[src/rtl/comparator_multicycle_if.sv]
// Request/response bundle for the multi-cycle comparator.
// The master drives the request (start, mode, operands); the slave returns
// busy plus a registered result that is qualified by the one-cycle done pulse.
interface comparator_multicycle_if #(
   parameter int N = 32
);
   logic         start;
   logic [2:0]   mode;
   logic [N-1:0] a;
   logic [N-1:0] b;
   logic         busy;
   logic         done;
   logic         out;
   logic         err;

   modport master (
      output start, mode, a, b,
      input  busy, done, out, err
   );

   modport slave (
      input  start, mode, a, b,
      output busy, done, out, err
   );
endinterface

[src/rtl/comparator_multicycle.sv]
// Multi-cycle branch comparator: walks the operands W bits at a time from the
// most-significant chunk down, stops at the first differing chunk and reports
// one of the six branch conditions selected by a funct3-style mode.
module comparator_multicycle #(
   parameter int N = 32,
   parameter int W = 8
) (
   input logic               clk,
   input logic               rst,
   comparator_multicycle_if.slave bus
);

   localparam int NC    = N / W;
   localparam int IW    = (NC > 1) ? $clog2(NC) : 1;
   localparam int DEPTH = 1 << IW;

   typedef enum logic {
      IDLE,
      COMPARE
   } state_t;

   state_t          state_reg, state_next;
   logic [IW-1:0]   idx_reg, idx_next;
   logic [N-1:0]    a_reg, a_next;
   logic [N-1:0]    b_reg, b_next;
   logic [2:0]      mode_reg, mode_next;
   logic            done_reg, done_next;
   logic            out_reg, out_next;
   logic            err_reg, err_next;

   // Chunk tables are padded to a power of two so any idx value selects
   // a defined entry; unused entries read as zero.
   logic [W-1:0]    ca_arr [DEPTH];
   logic [W-1:0]    cb_arr [DEPTH];

   genvar gi;
   generate
      for (gi = 0; gi < DEPTH; gi++) begin : g_chunk
         if (gi < NC) begin : g_used
            assign ca_arr[gi] = a_reg[gi*W +: W];
            assign cb_arr[gi] = b_reg[gi*W +: W];
         end else begin : g_pad
            assign ca_arr[gi] = '0;
            assign cb_arr[gi] = '0;
         end
      end
   endgenerate

   logic [W-1:0] ca, cb;
   logic         flip;
   logic         finish;
   logic         eq;
   logic         lt;

   // Current chunk pair; the top chunk of a signed compare has its sign bit
   // inverted so two's-complement order becomes plain unsigned order.
   always_comb begin
      flip       = (idx_reg == IW'(NC - 1)) && !mode_reg[1];
      ca         = ca_arr[idx_reg];
      cb         = cb_arr[idx_reg];
      ca[W-1]    = ca[W-1] ^ flip;
      cb[W-1]    = cb[W-1] ^ flip;
   end

   // Next-state and result logic for the IDLE/COMPARE controller.
   always_comb begin
      state_next = state_reg;
      idx_next   = idx_reg;
      a_next     = a_reg;
      b_next     = b_reg;
      mode_next  = mode_reg;
      done_next  = 1'b0;
      out_next   = out_reg;
      err_next   = err_reg;
      finish     = 1'b0;
      eq         = 1'b0;
      lt         = 1'b0;

      case (state_reg)
         IDLE: begin
            if (bus.start) begin
               a_next     = bus.a;
               b_next     = bus.b;
               mode_next  = bus.mode;
               idx_next   = IW'(NC - 1);
               state_next = COMPARE;
            end
         end
         COMPARE: begin
            if (ca != cb) begin
               finish = 1'b1;
               lt     = (ca < cb);
            end else if (idx_reg == '0) begin
               finish = 1'b1;
               eq     = 1'b1;
            end else begin
               idx_next = idx_reg - IW'(1);
            end

            if (finish) begin
               state_next = IDLE;
               done_next  = 1'b1;
               if (mode_reg[2:1] == 2'b01) begin
                  out_next = 1'b0;
                  err_next = 1'b1;
               end else begin
                  out_next = (mode_reg[2] ? lt : eq) ^ mode_reg[0];
                  err_next = 1'b0;
               end
            end
         end
         default: state_next = IDLE;
      endcase
   end

   // State register with synchronous active-low reset.
   always_ff @(posedge clk) begin
      if (!rst) begin
         state_reg <= IDLE;
         idx_reg   <= '0;
         a_reg     <= '0;
         b_reg     <= '0;
         mode_reg  <= '0;
         done_reg  <= 1'b0;
         out_reg   <= 1'b0;
         err_reg   <= 1'b0;
      end else begin
         state_reg <= state_next;
         idx_reg   <= idx_next;
         a_reg     <= a_next;
         b_reg     <= b_next;
         mode_reg  <= mode_next;
         done_reg  <= done_next;
         out_reg   <= out_next;
         err_reg   <= err_next;
      end
   end

   assign bus.busy = (state_reg == COMPARE);
   assign bus.done = done_reg;
   assign bus.out  = out_reg;
   assign bus.err  = err_reg;

endmodule

[src/flat_wrapper.sv]
// flat-port wrapper written by rule: the top's interface ports become plain ports
module comparator_multicycle_flat 
#(
   parameter int N = 32,
   parameter int W = 8
)
  (clk, rst, bus_start, bus_mode, bus_a, bus_b, bus_busy, bus_done, bus_out, bus_err);
  comparator_multicycle_if #(.N(N)) bus_i ();
  input logic clk;
  input logic rst;
  input wire logic [$bits(bus_i.start)-1:0] bus_start;
  input wire logic [$bits(bus_i.mode)-1:0] bus_mode;
  input wire logic [$bits(bus_i.a)-1:0] bus_a;
  input wire logic [$bits(bus_i.b)-1:0] bus_b;
  output wire logic [$bits(bus_i.busy)-1:0] bus_busy;
  output wire logic [$bits(bus_i.done)-1:0] bus_done;
  output wire logic [$bits(bus_i.out)-1:0] bus_out;
  output wire logic [$bits(bus_i.err)-1:0] bus_err;
  assign bus_i.start = bus_start;
  assign bus_i.mode = bus_mode;
  assign bus_i.a = bus_a;
  assign bus_i.b = bus_b;
  assign bus_busy = bus_i.busy;
  assign bus_done = bus_i.done;
  assign bus_out = bus_i.out;
  assign bus_err = bus_i.err;
  comparator_multicycle #(.N(N), .W(W)) u_core (.clk(clk), .rst(rst), .bus(bus_i));
endmodule
[config.mk]
export PLATFORM = sky130hd
export DESIGN_NAME = comparator_multicycle_flat
export DESIGN_NICKNAME = d
export VERILOG_FILES = /design/src/rtl/comparator_multicycle_if.sv /design/src/rtl/comparator_multicycle.sv /design/src/flat_wrapper.sv
export SDC_FILE = /design/constraint.sdc
export NUM_CORES = 1
export LEC_CHECK = 0
export CAP_MARGIN = 20
export CORE_ASPECT_RATIO = 1.2
export CORE_MARGIN = 3
export CORE_UTILIZATION = 45
export DETAILED_ROUTE_END_ITERATION = 8
export PLACE_DENSITY = 0.74
export SLEW_MARGIN = 20
export SYNTH_ARGS = -nofsm -noshare
export SYNTH_HDL_FRONTEND = slang
export SYNTH_SLANG_ARGS = --single-unit
[constraint.sdc]
create_clock -name clk -period 2.2 [get_ports clk]
set_input_delay 0.44 -clock clk [delete_from_list [all_inputs] [get_ports clk]]
set_output_delay 0.44 -clock clk [all_outputs]
set_load 0.01 [all_outputs]
==> impl_metrics.env <==
export IMPL_rsz0062_at_grt="yes"
export IMPL_multi_input_area_um2=1640
export IMPL_cts_root_buf="clkbuf_8"
export IMPL_path_class="reg -> reg"
export IMPL_slowest_stage="mux4_2"
export IMPL_min_delay_path_depth=2
export IMPL_setup_viol=6
export IMPL_synth_xor_area_frac=0.00544
export IMPL_synth_top_area_frac=0.454
export IMPL_slew_headroom=0.807
export IMPL_coreArea_um2=6900
export IMPL_antenna_found_initial=0
export IMPL_diodes=0
export IMPL_synth_adder_area_share=0.0389
export IMPL_rr_worst_depth=9
export IMPL_finClkSkew_ns=0.00832
export IMPL_dpl_cell_count=526
export IMPL_cts_buffers=9
export IMPL_hpwl_mm=5.43
export IMPL_seq_area_um2=1470
export IMPL_drive_above_1_share=0.148
export IMPL_crit_path_start_kind="flop"
export IMPL_critPathMaxFanout=5
export IMPL_grt_ovfl_total=0
export IMPL_yosysMostFrequentCell="nand2_1"
export IMPL_final_nets=534
export IMPL_synth_top_family_by_area="simple AND/OR/NAND/NOR gates"
export IMPL_worstHoldStart="u_core.b_reg[16]"
export IMPL_fin_crit_sh=1.09
export IMPL_ys_top_cells_by_count="137 x nand2_1, 73 x dfxtp_1, 69 x a21oi_1"
export IMPL_routed_via_density=5.15
export IMPL_num_rows=33
export IMPL_place_worst_setup_slack_ns=-0.244
export IMPL_synth_edf_count=0
export IMPL_ys_flop_type="dfxtp_1"
export IMPL_netlist_instances=374
export IMPL_drt_total_wl_mm=7.43
export IMPL_synth_area_leader_cell="dfxtp_1"
export IMPL_drcViolationCount=0
export IMPL_first_pass_iters=4
export IMPL_critPathMostFrequentCell="buf_4"
export IMPL_min_delay_path_class="reg -> reg"
export IMPL_required_ns=2.44
export IMPL_worst_slack_ns=-0.188
export IMPL_grt_start_max_net_pins=68
export IMPL_yosys_warnings=0
export IMPL_final_cells=546
export IMPL_synth_compound_area_share=0.128
export IMPL_pin_count=74
export IMPL_cts_sinks=73
export IMPL_total_power_mw=3.12
export IMPL_cp_cell_sequence="mux4_2 -> xor2_1 -> ha_1 -> nand4_1 -> buf_4 -> nor4_4 -> buf_4 -> nor3_1 -> a211oi_1"
export IMPL_start_util=0.467
export IMPL_peakVddDrop_v=0.000593
export IMPL_grt_pass1_vias=2834
export IMPL_drv_slew=0
export IMPL_setup_tns_ns=-0.752
export IMPL_die_area_um2=8210
export IMPL_leakagePower_nw=1.66
export IMPL_post_route_util=0.636
export IMPL_grt_pass1_wl_mm=12.4
export IMPL_min_period_ns=2.39
export IMPL_outcome="finished, violations left"
export IMPL_worst_hold_path_endpoint="u_core.b_reg[16]"
export IMPL_synth_seq_cells=73
export IMPL_portBuffers=73
export IMPL_clk_latency_ns=0.34
export IMPL_tightest_slew_ns=0.289
export IMPL_vias=2811
export IMPL_fmax_mhz=419
export IMPL_crit_path_max_incr_delay_ns=0.51
export IMPL_end_kind="flop"
export IMPL_crit_arrival_ns=2.63
export IMPL_nFillCells=570
export IMPL_reg2reg_to="u_core.idx_reg[1]"
export IMPL_tritoncts="done"
export IMPL_wl_per_cell_um=13.6
export IMPL_grt_usage=0.186
export IMPL_synthMuxAreaShare=0.118
export IMPL_reg2reg_from="u_core.idx_reg[0]"
export IMPL_die_w_um=83.2
export IMPL_gp_congestion=0.855
export IMPL_syn_area_per_cell_um2=8.61
export IMPL_finalHoldViolCount=0
export IMPL_antenna_left=0
export IMPL_failed_checks="negative setup slack"
export IMPL_yosysSeqAreaShare=0.454
export IMPL_ff2ff_setup_slack_ns=-0.19
export IMPL_powerDensity_nw_per_um2=711
export IMPL_drv_cap=0
export IMPL_htree_levels=3
export IMPL_yosys_cell_types_count=30
export IMPL_synth_area_leaders="dfxtp_1 45%, nand2_1 16%, mux4_2 11%, a21oi_1 11%, ha_1 3.9%"
export IMPL_drtIter0Drc=123
export IMPL_area_growth_pct=36.2
export IMPL_clk_pin_slew_ns=0.07
export IMPL_die_h_um=98.7
export IMPL_synth_simple_area_share=0.206
export IMPL_synthArstFlopShare=0
export IMPL_syn_area_um2=3220
export IMPL_syn_nets=454
export IMPL_clockBufferDepth=2
## worst max-delay path by stage
stage	start	end	slack, ns	depth (start not counted)
after floorplan	u_core.idx_reg[0]	u_core.bus.err	-0.15	8
after global placement	u_core.idx_reg[0]	u_core.idx_reg[0]	-0.18	7
after detailed placement	u_core.idx_reg[0]	u_core.bus.out	-0.24	9
after CTS	u_core.idx_reg[0]	u_core.bus.out	-0.16	8
after global routing	u_core.idx_reg[0]	u_core.idx_reg[1]	-0.32	9
final	u_core.idx_reg[0]	u_core.idx_reg[1]	-0.19	9
## layout make-up
type,count,area share
clock buffers,13,0.0408
clock inverters,3,0.00513
inverters,12,0.0103
multi-input cells,263,0.373
flip-flops and latches,73,0.334
well taps,87,0.0248
repair buffers,95,0.212
## worst max-delay path, delay by kind of cell, from the launching register on
| kind | cells | cell delay (ns) |
|---|---|---|
| buffers and inverters | 2 | 0.37 |
| flip-flops | 1 | 0.39 |
| adder cells (fa/ha/maj) | 1 | 0.32 |
| AND/OR/NAND/NOR | 3 | 0.38 |
| AO/OA/AOI/OAI | 1 | 0.18 |
| XOR/XNOR | 1 | 0.16 |
| multiplexers | 1 | 0.51 |
## cells by family (layout without fill, tap and decap cells)
logic type / count (synthesis) / in the layout
AND/OR/NAND/NOR: 157 / 157
AO/OA/AOI/OAI: 76 / 76
flip-flops: 73 / 73
buffers and inverters: 38 / 123
multiplexers: 18 / 18
adder cells (fa/ha/maj): 10 / 10
XOR/XNOR: 2 / 2
## power breakdown
group          leakage, nW  internal [mW]  switching [mW]
Clock               0.0939          0.533           0.476
Sequential           0.601           1.40          0.0523
Combinational        0.969          0.356           0.300
Total                 1.66           2.29           0.828
## routing by layer
| layer | up-vias | track usage | wire length (um) |
|---|---|---|---|
| li1 | 1408 | - | - |
| met5 | - | 0 | 0 |
| met2 | 65 | 0.334 | 3880 |
| met3 | 24 | 0.0326 | 309 |
| met4 | 0 | 0.0981 | 240 |
| met1 | 1314 | 0.209 | 2990 |
## layout by cell type (no fill, tap or decap), types with 2 or more instances in the layout
cell               n
nand2_1          136
clkdlybuf4s50_1   73
dfxtp_1           71
a21oi_1           68
buf_4             19
mux4_2            16
clkbuf_8          13
inv_1             11
ha_1               9
nor2_1             5
nor3_1             3
clkinvlp_4         3
nand2b_1           2
mux2i_1            2
buf_12             2
## timing repair
item                                    CTS  global route
pin swaps                                 6             1
buffers inserted                          3             1
gates resized for setup                   6             1
endpoints found under the setup margin    6             6
hold buffers                              0             0
## through the flow
step                      cell area [um^2]  hold slack, ns
after floorplan                       3240           0.433
after global placement                4120           0.440
after detailed placement              4120           0.448
after CTS                             4380           0.459
after global routing                  4390           0.480
final                                 4390           0.456
(Power assumes the default switching activity.)
